File: src/rtl/seg_scan_driver.sv
`default_nettype none
// ============================================================================
//  Module      : seg_scan_driver
//  Description : Multiplexed seven-segment scanner. Captures one of CHANNELS
//                hex words into a shadow register and time-multiplexes its
//                DIGITS nibbles onto active-low anode/segment pins, with
//                leading-zero blanking, per-digit decimal points, enable
//                gating and a frame-done strobe.
//  Revision    : 1.0 - initial release
// ============================================================================
module seg_scan_driver #(
    parameter int DIGITS   = 8,
    parameter int CHANNELS = 4,
    parameter int DIV      = 100000,
    localparam int c_sel_w = (CHANNELS > 1) ? $clog2(CHANNELS) : 1
) (
    input  logic                           clk,
    input  logic                           rst,
    input  logic [CHANNELS*4*DIGITS-1:0]   data_in,
    input  logic [c_sel_w-1:0]             sel,
    input  logic [DIGITS-1:0]              dp_in,
    input  logic                           load,
    input  logic                           blank_lz,
    input  logic                           enable,
    output logic [DIGITS-1:0]              AN,
    output logic [7:0]                     SEG,
    output logic                           frame_done
);

    localparam int c_word_w  = 4 * DIGITS;
    localparam int c_idx_w   = $clog2(DIGITS);
    localparam int c_presc_w = (DIV > 1) ? $clog2(DIV) : 1;

    localparam logic [c_presc_w-1:0] c_presc_last = c_presc_w'(DIV - 1);
    localparam logic [c_idx_w-1:0]   c_idx_last   = c_idx_w'(DIGITS - 1);
    localparam logic [DIGITS-1:0]    c_an_one     = DIGITS'(1);

    // ------------------------------------------------------------------------
    // State
    // ------------------------------------------------------------------------
    logic [c_presc_w-1:0] r_presc;
    logic [c_idx_w-1:0]   r_idx;
    logic [c_word_w-1:0]  r_shadow;
    logic [DIGITS-1:0]    r_dp;
    logic [DIGITS-1:0]    r_an;
    logic [7:0]           r_seg;
    logic                 r_frame_done;

    // ------------------------------------------------------------------------
    // Combinational helpers
    // ------------------------------------------------------------------------
    logic                 w_tick;
    logic [c_word_w-1:0]  w_word;
    logic [3:0]           w_nibs [DIGITS];
    logic [DIGITS-1:0]    w_zero;
    logic [DIGITS-1:0]    w_lead;
    logic [3:0]           w_nib;
    logic [6:0]           w_hex;
    logic                 w_blank;
    logic [DIGITS-1:0]    w_an;

    // Slot advance happens in the last prescaler count of each slot; frozen when disabled.
    assign w_tick = enable && (r_presc == c_presc_last);

    // Channel select; any select value without a matching channel falls back to channel 0.
    always_comb begin
        w_word = data_in[0 +: c_word_w];
        for (int c = 1; c < CHANNELS; c++) begin
            if (sel == c_sel_w'(c)) begin
                w_word = data_in[c*c_word_w +: c_word_w];
            end
        end
    end

    // Split the shadow word into nibbles and flag the zero ones.
    for (genvar gi = 0; gi < DIGITS; gi++) begin : g_nib
        assign w_nibs[gi] = r_shadow[gi*4 +: 4];
        assign w_zero[gi] = (r_shadow[gi*4 +: 4] == 4'h0);
    end

    // w_lead[i] is set when nibbles DIGITS-1 down to i are all zero.
    assign w_lead[DIGITS-1] = w_zero[DIGITS-1];
    for (genvar gi = 0; gi < DIGITS - 1; gi++) begin : g_lead
        assign w_lead[gi] = w_zero[gi] & w_lead[gi+1];
    end

    assign w_nib = w_nibs[r_idx];

    // Digit 0 is never blanked so that a zero value still shows one "0".
    assign w_blank = blank_lz && (r_idx != '0) && w_lead[r_idx];

    // Only the current slot's anode is pulled low.
    assign w_an = ~(c_an_one << r_idx);

    // Hex to active-low {g,f,e,d,c,b,a} decode.
    always_comb begin
        w_hex = 7'h7F;
        case (w_nib)
            4'h0:    w_hex = 7'h40;
            4'h1:    w_hex = 7'h79;
            4'h2:    w_hex = 7'h24;
            4'h3:    w_hex = 7'h30;
            4'h4:    w_hex = 7'h19;
            4'h5:    w_hex = 7'h12;
            4'h6:    w_hex = 7'h02;
            4'h7:    w_hex = 7'h78;
            4'h8:    w_hex = 7'h00;
            4'h9:    w_hex = 7'h10;
            4'hA:    w_hex = 7'h08;
            4'hB:    w_hex = 7'h03;
            4'hC:    w_hex = 7'h46;
            4'hD:    w_hex = 7'h21;
            4'hE:    w_hex = 7'h06;
            default: w_hex = 7'h0E;
        endcase
    end

    // ------------------------------------------------------------------------
    // Sequential logic
    // ------------------------------------------------------------------------

    // Prescaler and digit index; both hold while disabled so the scan resumes in place.
    always_ff @(posedge clk or posedge rst) begin
        if (rst) begin
            r_presc <= '0;
            r_idx   <= '0;
        end else if (enable) begin
            if (w_tick) begin
                r_presc <= '0;
                r_idx   <= (r_idx == c_idx_last) ? '0 : r_idx + 1'b1;
            end else begin
                r_presc <= r_presc + 1'b1;
            end
        end
    end

    // Shadow capture on load, independent of enable.
    always_ff @(posedge clk or posedge rst) begin
        if (rst) begin
            r_shadow <= '0;
            r_dp     <= '0;
        end else if (load) begin
            r_shadow <= w_word;
            r_dp     <= dp_in;
        end
    end

    // Registered pin drive and frame strobe, one cycle behind the scan state.
    always_ff @(posedge clk or posedge rst) begin
        if (rst) begin
            r_an         <= '1;
            r_seg        <= 8'hFF;
            r_frame_done <= 1'b0;
        end else begin
            r_frame_done <= w_tick && (r_idx == c_idx_last);
            if (!enable || w_blank) begin
                r_an  <= '1;
                r_seg <= 8'hFF;
            end else begin
                r_an  <= w_an;
                r_seg <= {~r_dp[r_idx], w_hex};
            end
        end
    end

    assign AN         = r_an;
    assign SEG        = r_seg;
    assign frame_done = r_frame_done;

endmodule
`default_nettype wire

File: config.mk
export PLATFORM = sky130hd
export DESIGN_NAME = seg_scan_driver
export DESIGN_NICKNAME = d
export VERILOG_FILES = /design/src/rtl/seg_scan_driver.sv
export SDC_FILE = /design/constraint.sdc
export NUM_CORES = 1
export LEC_CHECK = 0
export BUFFER_PORTS_ARGS = -buffer_cell sky130_fd_sc_hd__buf_2
export CORE_MARGIN = 8
export CORE_UTILIZATION = 35
export CTS_BUF_LIST = sky130_fd_sc_hd__clkbuf_4 sky130_fd_sc_hd__clkbuf_8 sky130_fd_sc_hd__clkbuf_16
export DETAILED_ROUTE_END_ITERATION = 8
export PLACE_DENSITY = 0.61
export RECOVER_POWER = 100
export SLEW_MARGIN = 20
export SYNTH_ARGS = -nofsm -noshare
export SYNTH_HDL_FRONTEND = slang
export SYNTH_SLANG_ARGS = --single-unit
File: constraint.sdc
create_clock -name clk -period 2.3 [get_ports clk]
set_input_delay 0 -clock clk [delete_from_list [all_inputs] [get_ports clk]]
set_output_delay 0 -clock clk [all_outputs]
set_load 0.1 [all_outputs]
Yosys cells after proc, flatten, opt, wreduce, memory -nomap -nowiden
Memory sizes are Yosys's and may differ from the RTL's.
Index checks and enable logic that the tools add are counted.
{ "word_totals": {"memories": 1, "ram_bits": 0, "ff_bits": 77, "input_bits": 143, "latchBits": 0, "rom_bits": 112, "output_inout_bits": 17, "elab_cells": 58} }
{ "op_classes": {"eq_ne": 5, "magnitude_cmp": 2, "n_reduce_logical": 16, "div_mod_pow": 0, "add_sub_neg": 2, "n_shift": 1, "bitwise": 10, "n_mul": 0, "muxes": 14} }
{ "mem_list": {"columns": ["memory", "words", "word_bits", "read_ports", "rd_ports_with_merged_regs", "write_ports", "line", "source"], "rows": [
  ["(name not given)", 16, 7, 1, 0, 0, "98", "case (w_nib)"]
]} }
{ "op_table": {"columns": ["cell", "count"], "rows": [
  ["two-way mux 32 bit", 3],
  ["zero test 4 bit", 8],
  ["adder 17 x 1 -> 17 bit (second input constant)", 1],
  ["equality test 17 bit (second input constant)", 1],
  ["two-way mux 17 bit", 1],
  ["two-way mux 8 bit", 2],
  ["binary-select mux 4 bit (select 3 bit)", 1],
  ["two-way mux 4 bit", 2],
  ["inverter 8 bit", 1],
  ["left shift 1 x 3 -> 8 bit (first input constant)", 1],
  ["AND 1 bit", 7],
  ["binary-select mux 1 bit (select 3 bit)", 2],
  ["equality test 2 bit (second input constant)", 2],
  ["greater-or-equal comparator 4 bit (second input constant)", 1],
  ["logical AND 1 bit", 4],
  ["less-than comparator 3 x 4 -> 1 bit (second input constant)", 1],
  ["inverter 3 -> 4 bit", 1],
  ["adder 3 x 1 -> 3 bit (second input constant)", 1],
  ["equality test 3 bit (second input constant)", 1],
  ["two-way mux 3 bit", 1],
  ["nonzero test 3 bit", 1],
  ["equality test 2 x 1 -> 1 bit (second input constant)", 1],
  ["two-way mux 1 bit", 2],
  ["AND reduction 2 bit", 1],
  ["other kinds (3)", 3]
]} }

Depth between registers and ports, before layout
Gate-level depths: netlist of run 1.
{ "depth": {"depth_word": 13, "mapped_depth": 10, "mapped_depth_nobuf": 8} }

Least setup slack after synthesis of run 1
No wires, ideal clock.
{ "synth_path": {"kind": "register to register", "start": "register r_idx[0]", "end": "register r_seg[3] (netlist: SEG[3])", "synth_period_minus_slack_ns": 2.213, "stages_incl_launch_ff": 9, "t_required_ns": 2.205, "path_buffers": 1, "setup_slack_ns": 0.087, "t_arrival_ns": 2.118, "setup_time_ns": 0.095, "path_cell_list": "dfrtp_1 -> clkbuf_8 -> mux4_2 -> mux2i_1 -> inv_1 -> ha_1 -> mux2_2 -> nor2_1 -> o21ai_0"} }
{ "synth_via": {"elab_chain_len": 6, "elab_cells_between_ends": 12, "classes_between": "mux (6); bitwise (1); reduce/logical (4); memory (1)"} }
{ "synth_rtl": {"columns": ["item", "line", "source"], "rows": [
  ["start: declaration", "42", "logic [c_idx_w-1:0] r_idx;"],
  ["start signal: assignment", "130", "r_idx <= (r_idx == c_idx_last) ? '0 : r_idx + 1'b1;"],
  ["inverter 3 -> 4 bit (implied by the code)", "87", "assign w_nib = w_nibs[r_idx];"],
  ["binary-select mux 4 bit (select 3 bit)", "87", null],
  ["two-way mux 4 bit (implied by the code) (2 in a row)", "87", null],
  ["memory (16 x 7 bit)", null, null],
  ["two-way mux 8 bit *", "156", "if (!enable || w_blank) begin"],
  ["end signal: assignment", "161", "r_seg <= {~r_dp[r_idx], w_hex};"],
  ["end: declaration", "46", "logic [7:0] r_seg;"]
]} }
Every way passes the cells marked *; elsewhere a longest branch is shown, timed or not. The select of a mux whose other input is x is not followed.
A chain may end at the register's enable or synchronous reset.

Final worst setup path of run 1
{ "layout_path": {"start": "register r_shadow[28]", "end": "register r_seg[1] (netlist: SEG[1])"} }
{ "layout_via": {"elab_chain_len": 13, "elab_cells_between_ends": 17, "classes_between": "mux (6); bitwise (7); reduce/logical (3); memory (1)"} }
{ "layout_rtl": {"columns": ["item", "line", "source"], "rows": [
  ["start: declaration", "43", "logic [c_word_w-1:0] r_shadow;"],
  ["start signal: assignment", "143", "r_shadow <= w_word;"],
  ["zero test 4 bit", "78", "assign w_zero[gi] = (r_shadow[gi*4 +: 4] == 4'h0);"],
  ["AND 1 bit (7 in a row)", "84", "assign w_lead[gi] = w_zero[gi] & w_lead[gi+1];"],
  ["binary-select mux 1 bit (select 3 bit)", "90", "assign w_blank = blank_lz && (r_idx != '0) && w_lead[r_idx];"],
  ["two-way mux 1 bit (implied by the code)", "90", null],
  ["logical AND 1 bit", "90", null],
  ["logical OR 1 bit", "156", null],
  ["two-way mux 8 bit *", "156", null]
]} }
Marks and branches as above.

==> results of run 1 <==
## layout make-up
cell class,instances,share of cell area [%]
inverters,9,0.577
clock buffers,12,4.34
flip-flops and latches,77,33.3
well taps,172,3.67
clock inverters,4,0.961
multi-input cells,222,40.3
repair buffers,184,16.9
## synthesized netlist by cell type, types with 2 or more instances
cell / count
a21oi_1: 6
nor4_1: 7
o221ai_1: 2
nand3_1: 14
buf_2: 5
xor2_1: 5
o21ai_0: 11
dfstp_2: 16
xnor2_1: 8
mux2i_1: 7
nand2_1: 17
mux2_2: 41
dfrtp_1: 61
nor2_1: 15
ha_1: 13
clkbuf_8: 6
nand4_1: 5
inv_1: 8
clkbuf_1: 4
o211ai_1: 3
or3_1: 3
mux4_2: 41
buf_1: 4
nand2b_1: 2
and4_1: 2
## worst min path at each step
stage	startpoint	to	cells after the start
2_1_floorplan	dp_in[0]	r_dp[0]$_DFFE_PP0P_	1
4_1_cts	enable	r_presc[0]$_DFFE_PP0P_	2
3_5_place_dp	rst	r_shadow[22]$_DFFE_PP0P_	2
6_report	enable	r_presc[0]$_DFFE_PP0P_	2
3_3_place_gp	rst	r_shadow[16]$_DFFE_PP0P_	2
5_1_grt	enable	r_presc[6]$_DFFE_PP0P_	3
## power by group through the flow
stage / registers [uW] / clock network [uW] / logic (uW)
finish: 1690 / 1450 / 872
global route: 1710 / 1520 / 960
CTS: 1690 / 1460 / 897
detailed placement: 1710 / 0 / 882
global placement: 1710 / 0 / 863
floorplan: 1830 / 0 / 477
## timing repair
item                                   4_1_cts  5_1_grt
gates resized for setup                      0        2
endpoints found under the hold margin       37        0
setup endpoints to repair                    0        3
hold buffers                                 9        0
## cell families after synthesis
logic type / after synthesis / synth area share, %
buf+inv: 30 / 4.16
simple gates: 77 / 9.12
mux: 90 / 32.8
xor+xnor: 13 / 2.52
fa+ha+maj: 13 / 3.60
flops: 77 / 43.1
compound gates: 29 / 4.63
## metal layers
layer,vias up,share of wire [%]
met5,-,0
met4,0,1.3
met3,16,5.9
met2,123,50
met1,1689,43
li1,1607,-
## sequential cells by signal, indices dropped and copies added (netlist names)
register,count
SEG,8
r_shadow,32
r_presc,17
r_idx,3
AN,8
r_dp,8
frame_done,1
## cell usage in the layout (no fill, tap or decap), types with 9 or more instances in the layout
cell	netlist	layout
mux2_2	41	41
nor2_1	15	15
mux4_2	41	41
dfstp_2	16	16
ha_1	13	13
clkbuf_1	4	20
nand2_1	17	17
nand3_1	14	14
o21ai_0	11	11
buf_4	0	12
buf_2	5	140
clkbuf_16	0	9
dfrtp_1	61	59
dlygate4sd3_1	0	9
## metrics by stage
stage,std cells,setup WS [ns]
after floorplan,329,0.0873
after global placement,655,0.192
after detailed placement,655,0.157
after CTS,680,0.138
after global routing,680,0.0154
final,680,0.155
==> flow_metrics.tcl, run 1 <==
set metrics [dict create \
    area_delta_synth_final_pct 29.8 \
    synth.avg_cell_area_um2 13.7 \
    grt_util_met3_pct 4.07 \
    row_count 41 \
    grt_setup_unrepaired "no" \
    period_share_pct 93.3 \
    hp-class "input port to flip-flop" \
    die_h_um 130 \
    synth_nets 485 \
    hold_slack_ns 0.0355 \
    cp_max_fo 16 \
    cap_violations 0 \
    fin_setup_tns_ns 0 \
    grt_use_total_pct 14.7 \
    busiest_layer "met2" \
    final_nets 659 \
    ff2ff_setup_slack_ns 0.15 \
    synthCells 329 \
    place.port_buffers 159 \
    path_delay_family "compound AO/OA/AOI/OAI gates" \
    p_comb_share_pct 21.8 \
    die_w_um 130 \
    reg2reg_from "r_shadow[28]$_DFFE_PP0P_" \
    grt_max_degree 41 \
    globalplace.congestion 0.895 \
    cts_tree "done" \
    layout.area.seq_um2 1950 \
    tightest_slew_ns 1.21 \
    finalWirelength_um 11800 \
    diodes 0 \
    internal_power_uw 2860 \
    finalInstanceArea_um2 5860 \
    ys_types 48 \
    path_class "flip-flop to flip-flop" \
    finish.utilization_pct 46.4 \
    numCtsBuffers 9 \
    slowest_stage "or4b_1" \
    synth_area_leaders "dfrtp_1, mux4_2, mux2_2" \
    antenna_found_initial 0 \
    cp-start-kind "flip-flop" \
    seqPwrFrac_pct 42.1 \
    max-slew-margin-rel_pct 19.4 \
    cts.clk_slew.worst_paths_ns 0.06 \
    synth_area_um2 4510 \
    die_area_um2 16800 \
    required_ns 2.55 \
    dpl.hpwl_um 9720 \
    postPlaceCellArea_um2 5520 \
    cts_sinks 77 \
    first_pass_iters 4 \
    path_depth 5 \
    async_flop_share_pct 100 \
    r2r_end "SEG[1]$_DFF_PP1_" \
    r2r_cells 5 \
    drtIter0Drc 148 \
    fill_cells 1184 \
    routed_via_density 5.05 \
    finalSetupViolations 0 \
    status "finished clean" \
    yosysTopAreaCell "dfrtp_1" \
    h-tree-depth 3 \
    cp-endpoint "SEG[1]$_DFF_PP1_" \
    finalPower_uw 4010 \
    vias 3435 \
    synth_warnings 0 \
    wl_per_cell_um 17.4 \
    irDropWorstVdd_mv 0.374 \
    grt_pass1_vias 3931 \
    drc 0 \
    coreArea_um2 12600 \
    synthFlopType "dfrtp_1" \
    multi_input_comb_area_um2 2360 \
    cellLeakagePower_uw 0.00257 \
    synth_top_area_share_pct 33.8 \
    post_cts_buffers 0 \
    seq_area_frac_synth_pct 43.1 \
    use_met2_pct 24.6 \
    slew_violations 0 \
    powerDensity_nw_per_um2 684 \
    finClkSkew_ns 0.00614 \
    crit_arrival_ns 2.39 \
    grt_pass1_wl_um 19500 \
    p_sw_share_pct 28.6 \
    crit_start "r_shadow[28]$_DFFE_PP0P_" \
    critPathCaptureType "flip-flop" \
    crit_buf_inv 0 \
    layout-drive-gt1-share_pct 54.5 \
    fin_crit_ns 2.15 \
    start_util_pct 35.8 \
    boundaryPins 160 \
    clk-insertion-delay-late_ns 0.33 \
    synth_edf_count 0 \
    gr-usage-met1_pct 18.1 \
    cts_buffer_depth 2 \
    critPathMaxStageDelay_ns 0.56 \
    fmax_ghz 0.466 \
    pwr-share-clk_pct 36.1 \
    switchingPower_uw 1140 \
    cts_root_buffer "clkbuf_16" \
    synth_seq_cells 77 \
    cp_cell_sequence "or4b_1, a211o_1, a2111oi_2, a21boi_2, o211ai_1" \
    overflow 0 \
    hold_viol 0 \
    ant_nets 0 \
]
(Power assumes the default switching activity.)
==> run 2: changes to the inputs <==
==> constraint.sdc (replaced) <==
create_clock -name clk -period 2.3 [get_ports clk]
set_input_delay 0.46 -clock clk [delete_from_list [all_inputs] [get_ports clk]]
set_output_delay 0.46 -clock clk [all_outputs]
set_load 0.1 [all_outputs]
==> run 2 against run 1 <==
  * The flow now finishes with violations (max-capacitance violations, max-slew violations)
  * Wire length decreased by 1.6%
  * Combinational power about the same
  * Die area unchanged
  * Via count decreased by 1.1%
  * Critical path type unchanged
==> flow_metrics.tcl, run 2 (same netlist as run 1, synthesis figures left out) <==
set metrics [dict create \
    slew_violations 78 \
    max-slew-margin-rel_pct -12.0 \
    cp_max_fo 16 \
    mostFrequentLayoutCells "buf_2, dfrtp_1, mux4_2, mux2_2" \
    finClkSkew_ns 0.00927 \
    p_comb_share_pct 20.8 \
    clk-insertion-delay-late_ns 0.33 \
    final_nets 653 \
    cts_buffer_depth 2 \
    reg2reg_from "r_idx[1]$_DFFE_PP0P_" \
    first_pass_iters 4 \
    r2r_cells 7 \
    antenna_found_initial 0 \
    status "complete, but fails checks" \
    grt_pass1_wl_um 19200 \
    internal_power_uw 3090 \
    cts.clk_slew.worst_paths_ns 0.05 \
    crit_arrival_ns 2.39 \
    fill_cells 1198 \
    busiest_layer "met2" \
    min-delay-start "dp_in[2]" \
    h-tree-depth 3 \
    regMostFlops "r_shadow" \
    cellLeakagePower_uw 0.00260 \
    grt_util_met3_pct 3.99 \
    coreArea_um2 12600 \
    irDropWorstVdd_mv 0.345 \
    pwr-share-clk_pct 39.0 \
    postPlaceCellArea_um2 5550 \
    switchingPower_uw 1110 \
    cts_sinks 77 \
    die_area_um2 16800 \
    grt_setup_unrepaired "no" \
    path_class "flip-flop to flip-flop" \
    seqPwrFrac_pct 40.2 \
    use_met2_pct 24.4 \
    ant_nets 0 \
    routed_via_density 5.04 \
    finalWirelength_um 11600 \
    placedCellCount 658 \
    place.port_buffers 159 \
    fin_setup_tns_ns 0 \
    largest_reg_flops 32 \
    period_share_pct 93.7 \
    grt_use_total_pct 14.5 \
    cap_violations 1 \
    finalInstanceArea_um2 5860 \
    post_cts_buffers 0 \
    drtIter0Drc 165 \
    powerDensity_nw_per_um2 716 \
    drc 0 \
    r2r_end "SEG[4]$_DFF_PP1_" \
    fmax_ghz 0.464 \
    violations "max-capacitance violations, max-slew violations" \
    tightest_slew_ns 1.68 \
    critPathCaptureType "flip-flop" \
    finalSetupViolations 0 \
    row_count 41 \
    hp-class "input port to flip-flop" \
    cts_tree "done" \
    finish.utilization_pct 46.4 \
    globalplace.congestion 0.876 \
    wl_per_cell_um 17.3 \
    hold_viol 0 \
    cp-start-kind "flip-flop" \
    start_util_pct 35.8 \
    required_ns 2.53 \
    die_h_um 130 \
    top_regs "r_shadow: 32 flops, r_presc: 17 flops" \
    min_to "r_dp[2]$_DFFE_PP0P_" \
    overflow 0 \
    min_path_cells 2 \
    stdcell_count 674 \
    numCtsBuffers 9 \
    vias 3396 \
    hold_slack_ns 0.367 \
    area_delta_synth_final_pct 29.8 \
    p_sw_share_pct 26.4 \
    dpl.hpwl_um 9550 \
    fin_crit_ns 2.16 \
    mostFrequentLayoutCell "buf_2" \
    grt_pass1_vias 3893 \
    die_w_um 130 \
    cts_root_buffer "clkbuf_16" \
    ff2ff_setup_slack_ns 0.14 \
    boundaryPins 160 \
    gr-usage-met1_pct 17.7 \
    diodes 0 \
    layout-drive-gt1-share_pct 58.6 \
    grt_max_degree 78 \
]
==> run 2: cell types whose count changed in the layout (fill, tap and decap cells not counted), moves of 2 or more <==
cell	previous run	this run
dfrtp_1	59	61
clkbuf_1	20	5
dfrtp_2	2	0
buf_4	12	14
clkbuf_2	1	17
bufinv_16	1	3
clkinv_4	2	0
dlygate4sd3_1	9	0
==> run 2: through the flow <==
stage	setup WS (ns)	power (uW)
3_5_place_dp	0.142	2610
3_3_place_gp	0.188	2580
6_report	0.145	4200
5_1_grt	0.00916	4400
4_1_cts	0.128	4260
2_1_floorplan	0.0873	2300
==> run 2: worst max path at each step <==
stage	start	end	slack, ns	depth (start not counted)
2_1_floorplan	r_idx[0]$_DFFE_PP0P_	SEG[3]$_DFF_PP1_	0.09	8
5_1_grt	r_idx[1]$_DFFE_PP0P_	SEG[4]$_DFF_PP1_	0.009	7
3_5_place_dp	r_idx[1]$_DFFE_PP0P_	SEG[4]$_DFF_PP1_	0.14	7
3_3_place_gp	r_idx[1]$_DFFE_PP0P_	SEG[3]$_DFF_PP1_	0.19	7
6_report	r_idx[1]$_DFFE_PP0P_	SEG[4]$_DFF_PP1_	0.14	7
4_1_cts	r_idx[1]$_DFFE_PP0P_	SEG[4]$_DFF_PP1_	0.13	7
==> run 2: worst max-delay path, cell delays in order, from the launching register on <==
cell	delay, ns
dfrtp_1	0.46
buf_4	0.21
inv_1	0.10
ha_1	0.23
a211o_1	0.34
a2111oi_4	0.41
a21boi_4	0.18
o211ai_1	0.15
==> run 2: area by class of cell <==
cell class | instances | area, um^2 | area share (%)
Multi-Input combinational cell | 222 | 2380 | 40.6
Tap cell | 172 | 215 | 3.67
Inverter | 9 | 37.5 | 0.641
Sequential cell | 77 | 1950 | 33.2
Timing Repair Buffer | 178 | 922 | 15.7
Clock buffer | 12 | 260 | 4.44
Clock inverter | 4 | 95.1 | 1.62
==> run 2: timing repair <==
action,4_1_cts,5_1_grt
resized for setup,0,1
setup endpoints to repair,0,1
hold endpoints to repair,0,0
hold buffers,0,0
==> run 2: power by group through the flow <==
stage / logic [uW] / clock network (uW) / registers, uW
after floorplan: 477 / 0 / 1830
after global placement: 873 / 0 / 1710
after detailed placement: 897 / 0 / 1710
after CTS: 900 / 1680 / 1690
after global routing: 949 / 1740 / 1710
final: 873 / 1640 / 1690
==> run 2: routing by layer <==
metal  routed length [um]  vias to the layer above
li1                     -                     1586
met2                 5950                      118
met5                    0                        -
met3                  629                       14
met4                  138                        0
met1                 4930                     1678
==> run 3: changes to the inputs <==
--- a/config.mk
+++ b/config.mk
@@ -6,7 +6,7 @@
 export NUM_CORES = 1
 export LEC_CHECK = 0
 export BUFFER_PORTS_ARGS = -buffer_cell sky130_fd_sc_hd__buf_2
-export CORE_MARGIN = 8
+export CORE_MARGIN = 1.5
 export CORE_UTILIZATION = 35
 export CTS_BUF_LIST = sky130_fd_sc_hd__clkbuf_4 sky130_fd_sc_hd__clkbuf_8 sky130_fd_sc_hd__clkbuf_16
 export DETAILED_ROUTE_END_ITERATION = 8
==> run 3 against run 2 <==
  * Sequential power about the same
  * Largest power group unchanged
  * Die area down 19%
  * The flow still finishes with violations (max-capacitance violations, max-slew violations)
  * Final cell count down 0.74%
  * Highest routed layer unchanged
  * Maximum frequency about the same
==> flow_metrics.tcl, run 3 (same netlist as run 1, synthesis figures left out) <==
set metrics [dict create \
    ff2ff_setup_slack_ns 0.14 \
    violations "max-capacitance violations, max-slew violations" \
    required_ns 2.53 \
    placedCellCount 654 \
    antenna_found_initial 0 \
    diodes 0 \
    crit_start "r_presc[6]$_DFFE_PP0P_" \
    stdcell_count 669 \
    status "complete, but fails checks" \
    finalSetupViolations 0 \
    wl_per_cell_um 15.7 \
    path_class "flip-flop to flip-flop" \
    drtIter0Drc 133 \
    cp-start-kind "flip-flop" \
    cap_violations 1 \
    routed_via_density 5.03 \
    min-delay-start "dp_in[7]" \
    final_nets 649 \
    ant_nets 0 \
    crit_arrival_ns 2.38 \
    mostFrequentLayoutCell "buf_2" \
    numCtsBuffers 9 \
    powerDensity_nw_per_um2 691 \
    grt_pass1_wl_um 17200 \
    grt_pass1_vias 3527 \
    post_cts_resized 0 \
    grt_use_total_pct 16.6 \
    cellLeakagePower_uw 0.00256 \
    clk-insertion-delay-late_ns 0.33 \
    period_share_pct 93.7 \
    grt_setup_unrepaired "no" \
    row_count 41 \
    area_delta_synth_final_pct 28.9 \
    cts_root_buffer "clkbuf_16" \
    cts_sinks 77 \
    cts_buffer_depth 2 \
    finalWirelength_um 10500 \
    overflow 0 \
    die_area_um2 13600 \
    grt_max_degree 78 \
    start_util_pct 35.8 \
    cts.clk_slew.worst_paths_ns 0.06 \
    regMostFlops "r_shadow" \
    die_h_um 117 \
    top_regs "r_shadow: 32 flops, r_presc: 17 flops" \
    dpl.hpwl_um 8400 \
    reg2reg_from "r_presc[6]$_DFFE_PP0P_" \
    cts_tree "done" \
    tightest_slew_ns 1.63 \
    slew_violations 78 \
    die_w_um 117 \
    hold_viol 0 \
    cp-endpoint "r_idx[2]$_DFFE_PP0P_" \
    place.port_buffers 159 \
    fmax_ghz 0.464 \
    finClkSkew_ns 0.00470 \
    fin_setup_tns_ns 0 \
    globalplace.congestion 0.910 \
    critPathCaptureType "flip-flop" \
    first_pass_iters 4 \
    r2r_end "r_idx[2]$_DFFE_PP0P_" \
    mostFrequentLayoutCells "buf_2, dfrtp_1, mux4_2, mux2_2" \
    coreArea_um2 12600 \
    irDropWorstVdd_mv 0.360 \
    hp-class "input port to flip-flop" \
    largest_reg_flops 32 \
    layout-drive-gt1-share_pct 58.8 \
    hold_buffers 0 \
    r2r_cells 5 \
    boundaryPins 160 \
    fin_crit_ns 2.16 \
    finish.utilization_pct 46.1 \
    max-slew-margin-rel_pct -8.89 \
    drc 0 \
    cp_max_fo 13 \
    vias 3365 \
    post_cts_buffers 0 \
    h-tree-depth 3 \
]
[run 3: worst min-delay path by stage]
stage                                   end  slack [ns]  cells past startpoint
floorplan           r_presc[11]$_DFFE_PP0P_        0.45                      1
global placement    r_presc[11]$_DFFE_PP0P_        0.48                      1
detailed placement  r_presc[11]$_DFFE_PP0P_        0.48                      1
CTS                 r_presc[12]$_DFFE_PP0P_        0.26                      3
global route            r_dp[1]$_DFFE_PP0P_        0.36                      2
finish                  r_dp[7]$_DFFE_PP0P_        0.36                      2
[run 3: final cells by class]
cell class                 instances  area (um^2)
clock inverter                     6         88.8
timing repair buffer             174          925
fill                            1208         6800
clock buffer                       9          225
sequential                        77         1950
multi-input combinational        222         2380
tap                              172          215
inverter                           9         37.5
[run 3: report_power, final]
group          internal [uW]  total (uW)  switching (uW)
registers               1540        1690             149
logic                    420         867             447
clock network            942        1470             526
[run 3: worst max-delay path, cell delays in order, from the launching register on]
cell     delay (ns)
dfrtp_1        0.40
or4b_2         0.71
nor4_1         0.51
buf_12         0.21
nor2_1         0.04
a21oi_1        0.19
[run 3: routing by layer]
layer  up-vias  GRT usage [%]  wire length [um]  share of wire [%]
li1       1587              -                 -                  -
met2       112           29.1              5350                 51
met4         0           4.58                93               0.88
met1      1658           20.9              4550                 43
met5         -              0                 0                  0
met3         8           3.48               538                5.1
[run 3: stage by stage]
stage	setup WS [ns]	area [um^2]	total power, uW	hold WS [ns]
2_1_floorplan	0.0873	4520	2300	0.449
3_3_place_gp	0.185	5550	2580	0.478
3_5_place_dp	0.109	5550	2600	0.481
4_1_cts	0.0946	5860	4080	0.262
5_1_grt	0.0232	5820	4220	0.356
6_report	0.144	5820	4020	0.365
